$ cat config.mk
export PLATFORM = sky130hd
export DESIGN_NAME = fifo
export DESIGN_NICKNAME = d
export VERILOG_FILES = /design/src/rtl/fifo_pkg.sv /design/src/rtl/fifo_mem.sv /design/src/rtl/fifo.sv
export SDC_FILE = /design/constraint.sdc
export NUM_CORES = 1
export LEC_CHECK = 0
export CAP_MARGIN = 20
export CORE_ASPECT_RATIO = 0.5
export CORE_MARGIN = 5
export CORE_UTILIZATION = 54
export CTS_CLUSTER_SIZE = 20
export DETAILED_ROUTE_END_ITERATION = 10
export HOLD_SLACK_MARGIN = 0.1
export PLACE_DENSITY = 0.75
export SETUP_SLACK_MARGIN = 0.5
export SLEW_MARGIN = 20
export SYNTH_ARGS = -nofsm -noshare
export SYNTH_HDL_FRONTEND = slang
export SYNTH_SLANG_ARGS = --single-unit
$ cat constraint.sdc
create_clock -name clk -period 2.5 [get_ports clk]
set_clock_uncertainty 0.05 [all_clocks]
set_input_delay 0.625 -clock clk [delete_from_list [all_inputs] [get_ports clk]]
set_output_delay 0.625 -clock clk [all_outputs]
set_load 0.05 [all_outputs]
$ cat src/rtl/fifo_pkg.sv
// rtl/fifo_pkg.sv - command and status encodings shared by the FIFO and its benches
package fifo_pkg;

    typedef enum logic [1:0] {
        IDLE  = 2'd0,
        WRITE = 2'd1,
        READ  = 2'd2,
        RSVD  = 2'd3
    } op_type;

    typedef enum logic [2:0] {
        EMPTY     = 3'd0,
        PARTIAL   = 3'd1,
        FULL      = 3'd2,
        OVERFLOW  = 3'd3,
        UNDERFLOW = 3'd4
    } status_type;

endpackage

$ cat src/rtl/fifo_mem.sv
// rtl/fifo_mem.sv - DEPTH x WIDTH register array, one synchronous write and one registered read port
module fifo_mem #(
    parameter int WIDTH = 8,
    parameter int DEPTH = 16,
    parameter int AW    = $clog2(DEPTH)
) (
    input  logic             clk,
    input  logic             rst,
    input  logic             wr_en,
    input  logic [AW-1:0]    wr_addr,
    input  logic [WIDTH-1:0] wr_data,
    input  logic             rd_en,
    input  logic [AW-1:0]    rd_addr,
    output logic [WIDTH-1:0] rd_data
);

    logic [WIDTH-1:0] r_mem [DEPTH];
    logic [WIDTH-1:0] r_rd_data;

    // Storage is deliberately left out of reset; only the output register clears.
    always_ff @(posedge clk) begin
        if (wr_en) begin
            r_mem[wr_addr] <= wr_data;
        end
    end

    always_ff @(posedge clk) begin
        if (rst) begin
            r_rd_data <= '0;
        end else if (rd_en) begin
            r_rd_data <= r_mem[rd_addr];
        end
    end

    assign rd_data = r_rd_data;

endmodule

$ cat src/rtl/fifo.sv
// rtl/fifo.sv - op-driven single-clock FIFO; FIFO_ERROR_STATUS_EN enables OVERFLOW/UNDERFLOW reporting
module fifo
    import fifo_pkg::*;
#(
    parameter int WIDTH = 8,
    parameter int DEPTH = 16
) (
    input  logic             clk,
    input  logic             rst,
    input  logic [WIDTH-1:0] wr_data,
    input  op_type           op,
    output logic [WIDTH-1:0] r_data,
    output status_type       status
);

    localparam int AW = $clog2(DEPTH);
    localparam int CW = AW + 1;
    localparam logic [CW-1:0] FULL_CNT = CW'(DEPTH);

    logic [AW-1:0] r_wr_ptr;
    logic [AW-1:0] r_rd_ptr;
    logic [CW-1:0] r_count;
    status_type    r_status;

    logic          w_full;
    logic          w_empty;
    logic          w_wr;
    logic          w_rd;
    logic          w_overflow;
    logic          w_underflow;
    logic [CW-1:0] w_count_next;
    status_type    w_status_next;

    assign w_full  = (r_count == FULL_CNT);
    assign w_empty = (r_count == '0);
    assign w_wr    = (op == WRITE) && !w_full;
    assign w_rd    = (op == READ) && !w_empty;

`ifdef FIFO_ERROR_STATUS_EN
    assign w_overflow  = (op == WRITE) && w_full;
    assign w_underflow = (op == READ) && w_empty;
`else
    assign w_overflow  = 1'b0;
    assign w_underflow = 1'b0;
`endif

    always_comb begin
        w_count_next = r_count;
        if (w_wr) begin
            w_count_next = r_count + CW'(1);
        end else if (w_rd) begin
            w_count_next = r_count - CW'(1);
        end

        // Errors win for one cycle; otherwise status follows the post-edge occupancy.
        if (w_overflow) begin
            w_status_next = OVERFLOW;
        end else if (w_underflow) begin
            w_status_next = UNDERFLOW;
        end else if (w_count_next == '0) begin
            w_status_next = EMPTY;
        end else if (w_count_next == FULL_CNT) begin
            w_status_next = FULL;
        end else begin
            w_status_next = PARTIAL;
        end
    end

    always_ff @(posedge clk) begin
        if (rst) begin
            r_wr_ptr <= '0;
            r_rd_ptr <= '0;
            r_count  <= '0;
            r_status <= EMPTY;
        end else begin
            if (w_wr) begin
                r_wr_ptr <= r_wr_ptr + AW'(1);
            end
            if (w_rd) begin
                r_rd_ptr <= r_rd_ptr + AW'(1);
            end
            r_count  <= w_count_next;
            r_status <= w_status_next;
        end
    end

    fifo_mem #(
        .WIDTH (WIDTH),
        .DEPTH (DEPTH),
        .AW    (AW)
    ) u_mem (
        .clk     (clk),
        .rst     (rst),
        .wr_en   (w_wr),
        .wr_addr (r_wr_ptr),
        .wr_data (wr_data),
        .rd_en   (w_rd),
        .rd_addr (r_rd_ptr),
        .rd_data (r_data)
    );

    assign status = r_status;

endmodule

# Word-level counts from Yosys, hierarchy flattened
# Memories as Yosys holds them, arrays and structs flattened. A register that Yosys moved wholly into a read port is not among the register bits.
# Cells that the tools add are included.
[totals]
ram_bits = 128
memories = 1
input_bits = 12
wordCells = 25
out_inout_bits = 11
regBits = 16
[memory_table]
columns = ["memory", "depth", "width", "read_ports", "rd_clocked_by_memory_dff", "write_ports", "line_no", "source"]
rows = [
  ["u_mem.r_mem", 16, 8, 1, 1, 1, "fifo_mem.sv:17", "logic [WIDTH-1:0] r_mem [DEPTH];"],
]
[op_classes]
mux = 5
add_sub_neg = 4
n_reduce_logical = 7
eq_ne = 4
[op_table]
columns = ["cell", "n"]
rows = [
  ["5-bit equality test (second input constant)", 2],
  ["5-bit logical NOT", 2],
  ["5-bit two-way mux", 2],
  ["4-bit by 1-bit adder with 4-bit output (second input constant)", 2],
  ["5-bit by 1-bit adder with 5-bit output (second input constant)", 1],
  ["5-bit by 1-bit subtractor with 5-bit output (second input constant)", 1],
  ["2-bit by 1-bit equality test with 1-bit output (second input constant)", 1],
  ["2-bit equality test (second input constant)", 1],
  ["1-bit logical AND", 2],
  ["1-bit logical NOT", 2],
  ["1-bit two-way mux", 2],
  ["2-bit two-way mux", 1],
  ["2-bit OR reduction", 1],
]

# Logic depth before layout (Yosys ltp)
[depth]
ltp_word = 7
mapped_depth = 8
ltp_nobuf = 6

# Modules after synthesis
# Synthesis repeated with hierarchy kept, for this count alone.
[unflattened]
cells_unflattened = 406
area_unflattened_um2 = 6192.2
[modules_own_cells]
columns = ["mod", "n_inst", "seq_area_each_um2", "area_each_um2", "cells_per_inst"]
rows = [
  ["fifo_mem", 1, 4003.8, 5343.9, 316],
  ["fifo", 1, 300.3, 848.3, 90],
]

# Worst setup path before layout
# No wires, ideal clock.
[synth_path]
path_type = "reg2reg"
start = "register r_count[0]"
end = "memory u_mem.r_mem[3][0], enable pin"
stages_incl_launch_ff = 7
n_path_buf = 1
setup_time_ns = 0.383
t_arrival_ns = 2.071
t_required_ns = 2.067
synth_period_minus_slack_ns = 2.504
slack_ns = -0.004
cell_sequence = "dfxtp_1 -> inv_1 -> ha_1 -> and4bb_1 -> or3b_1 -> clkbuf_1 -> nor3_1"
[synth_via]
elab_chain_cells = 5
[synth_lines]
columns = ["element", "line_no", "source"]
rows = [
  ["from (decl)", "fifo.sv:22", "logic [CW-1:0] r_count;"],
  ["from (signal assigned)", "fifo.sv:82", "r_count <= w_count_next;"],
  ["5-bit equality test", "fifo.sv:34", "assign w_full = (r_count == FULL_CNT);"],
  ["1-bit logical NOT", "fifo.sv:36", "assign w_wr = (op == WRITE) && !w_full;"],
  ["1-bit logical AND", "fifo.sv:36", ""],
  ["1-bit two-way mux", "fifo_mem.sv:22", "if (wr_en) begin"],
  ["1-bit two-way mux (implied by the code)", "fifo_mem.sv:23", "r_mem[wr_addr] <= wr_data;"],
  ["to (decl)", "fifo_mem.sv:17", ""],
]
# No other way between the ends.

# Worst setup path after layout
[layout_path]
start = "register r_count[1]"
end = "memory u_mem.r_mem[3][1], enable pin"
# Same word-level chain as after synthesis.

==> run metrics <==
Setup violations, final=0; Core Region=0.01098 mm2; crit path max fanout=8; synthesized area=0.006045 mm2; max-slew violation count=0; outcome=complete, no violations; slowest stage delay, CP=0.39 ns; post-detail-place hpwl=8351 um; Yosys reg bits=151; maximum vdd drop=417.8 uV; Crit. End Element=flip-flop; Total Routing Usage GR=0.2129; Post-route DRC=0; crit path time final=2.065 ns; Cell Rows=27; R2R setup slack=0.43 ns; R2R Path End=u_mem.r_mem[3][1]$_DFFE_PP_; clock tree buffer depth=2; Final period util=0.8260; Cells after Synth=334; Reg clk slew, reported paths=about 0.06 ns; first-pass GRT wire length=21,100 um; post-synthesis cell type with the largest combined area=edfxtp_1; Die Y-Extent=84.81 um; Worst EP arrival=roughly 2.2 ns; CTS tree=built; ys async rst share=0; Filler cells=670; worst-case reg-to-reg path depth=7; top_reg_cell synth=edfxtp_1; Post-synth EDFFs=128; commonest cells in the netlist=edfxtp_1, mux4_2, nor2_1; initial antenna violation count=0; Die W=159.6 um; CTS Root Cell=clkbuf_16; most common cell in the netlist=edfxtp_1; relative slew slack=0.5191; origin of the critical flop-to-flop path=r_count[1]$_SDFF_PP0_; gr ovfl total=0; I/O Buffers=21; synth unique cells=44; Lkg Pwr=2.419 nW; drt initial violations=362; Crit path required time=2.59 ns; CTS Hold Bufs=0; actual slew at the worst max-slew pin=0.7203 ns; area grow syn2layout=24.01%; Cell Chain, Critical Path=inv_4 > ha_4 > and4bb_2 > or3b_4 > buf_8 > nor3_4 > buf_12; final antenna-violating net count=0; Synth top area share=0.6359; via count=3,414; HP Class=flip-flop to flip-flop; # diodes=0; pin count of the biggest net entering global routing=35; I/O pin count=23; Hold Path Cell Cnt=2; detailed-route vias per instance=approximately 6.2; fin util=0.6827; final hold vios=0; final wirelength=13,450 um; syn avg cell area=18.10 um2; layout cells sized above 1=0.3483; Starting Density=0.5505; slowest stage cell, crit path=or3b_4; Startpoint Class=flip-flop; RSZ-0062 raised after global routing=yes; vias in the first global route=roughly 3,500; Final Instance Area=between 0.007 and 0.008 mm2; maxcap violations=0; Seq/Total Area, Yosys=0.7121; H-tree Lvls=4; PwrDens=778.4 mW/mm2; Final nets=408; Syn Nets=353; global placement routability congestion=between 0.8 and 0.9; die area=0.01354 mm2; TritonCTS buffer count=17; hold wc startpoint=u_mem.rd_data[2]$_SDFFE_PP0P_; drt wl/cell=24.58 um; Clock Sinks=151; placed cell area=0.006804 mm2; synth top area cells=edfxtp_1, mux4_2, dfxtp_1; Max Fclk=484.3 MHz; DRT Pass-1 Iters=5; WS Path Type=flip-flop to flip-flop; YS warnings=0; setup tns final=0 ns; clock latency on the worst-skew pair=~0.42 ns; worst min-delay path endpoint=u_mem.rd_data[2]$_SDFFE_PP0P_
critical path, delay by kind of cell (launching register included):
family / cells / cell delay [ns]
flops: 1 / 0.36
buf+inv: 3 / 0.35
simple gates: 3 / 0.86
fa+ha+maj: 1 / 0.14
flip-flops by register name, indices dropped and copies added (netlist names):
signal / cells
r_count: 5
r_wr_ptr: 4
r_rd_ptr: 4
u_mem.r_mem: 128
u_mem.rd_data: 8
status: 2
report_power, final:
group | total, W | internal [W] | switching [W] | leakage (nW)
clock network | 0.00250 | 0.00142 | 0.00108 | 0.287
logic | 0.000526 | 0.000220 | 0.000307 | 0.790
registers | 0.00281 | 0.00277 | 0.0000333 | 1.34
final cells by class:
| class | instances | area (um2) | area share |
|---|---|---|---|
| Inverter | 5 | 23.77 | 0.003171 |
| Sequential cell | 151 | 4315 | 0.5757 |
| Clock buffer | 18 | 429.2 | 0.05725 |
| Timing Repair Buffer | 57 | 634.4 | 0.08463 |
| Clock inverter | 14 | 160.2 | 0.02137 |
| Multi-Input combinational cell | 157 | 1752 | 0.2337 |
| Tap cell | 145 | 181.4 | 0.02420 |
how the worst max path moves through the flow:
stage                               start                           to  slack, ns  cells after the start
detailed placement                  op[0]  u_mem.r_mem[3][5]$_DFFE_PP_      -0.04                      6
global route        r_count[1]$_SDFF_PP0_  u_mem.r_mem[2][4]$_DFFE_PP_       0.40                      7
finish              r_count[1]$_SDFF_PP0_  u_mem.r_mem[3][1]$_DFFE_PP_       0.43                      7
CTS                 r_count[0]$_SDFF_PP0_  u_mem.r_mem[3][5]$_DFFE_PP_       0.46                      7
global placement                    op[0]  u_mem.r_mem[0][5]$_DFFE_PP_      0.001                      6
floorplan           r_count[1]$_SDFF_PP0_  u_mem.r_mem[0][0]$_DFFE_PP_       0.49                      6
cell usage in the layout (no fill, tap or decap), drive strengths merged, types with 2 or more instances in the layout:
cell type	count
edfxtp	128
buf	36
mux4	32
nor2	25
dfxtp	23
clkbuf	21
mux2i	18
inv	13
nand3	12
clkdlybuf4s50	9
o221ai	8
ha	7
nor3	7
nand2	6
xnor2	5
clkdlybuf4s15	5
nand4	4
dlygate4sd2	4
nand2b	4
clkinv	4
xor2	3
nand3b	2
o22ai	2
a31oi	2
metal layers:
metal  global-route usage  vias to the layer above  wire length, um
met4              0.07165                        0              189
met1               0.2876                     1781             5607
met3              0.05240                       18             1095
met5                    0                        -                0
li1                     -                     1443                -
met2               0.3462                      172             6554
cell families (layout without fill, tap and decap cells):
| family | after synthesis | after routing | share of synthesized area |
|---|---|---|---|
| adders and majority gates | 7 | 7 | 0.01449 |
| and+or+nand+nor | 72 | 72 | 0.06438 |
| xor gates and xnor gates | 8 | 8 | 0.01159 |
| muxes | 51 | 51 | 0.1509 |
| DFF | 151 | 151 | 0.7121 |
| other | 1 | 1 | 0.0006204 |
| buffers and inverters | 26 | 94 | 0.02153 |
| AOI/OAI and AO/OA | 18 | 18 | 0.02443 |
stage by stage:
stage	worst slack (ns)	hold slack (ns)	std cells	total power, W
finish	0.4350	0.4545	547	0.005835
global route	0.3976	0.4964	547	0.006038
CTS	0.4583	0.4438	543	0.005836
detailed placement	-0.04124	0.4463	506	0.003341
global placement	0.001023	0.4318	506	0.003313
floorplan	0.4872	0.4489	334	0.003181
timing repair:
action,4_1_cts,5_1_grt
setup buffers,5,4
pin swaps,4,3
cloned,0,0
resized for setup,22,17
endpoints found under the setup margin,142,134
(Power assumes the default switching activity.)
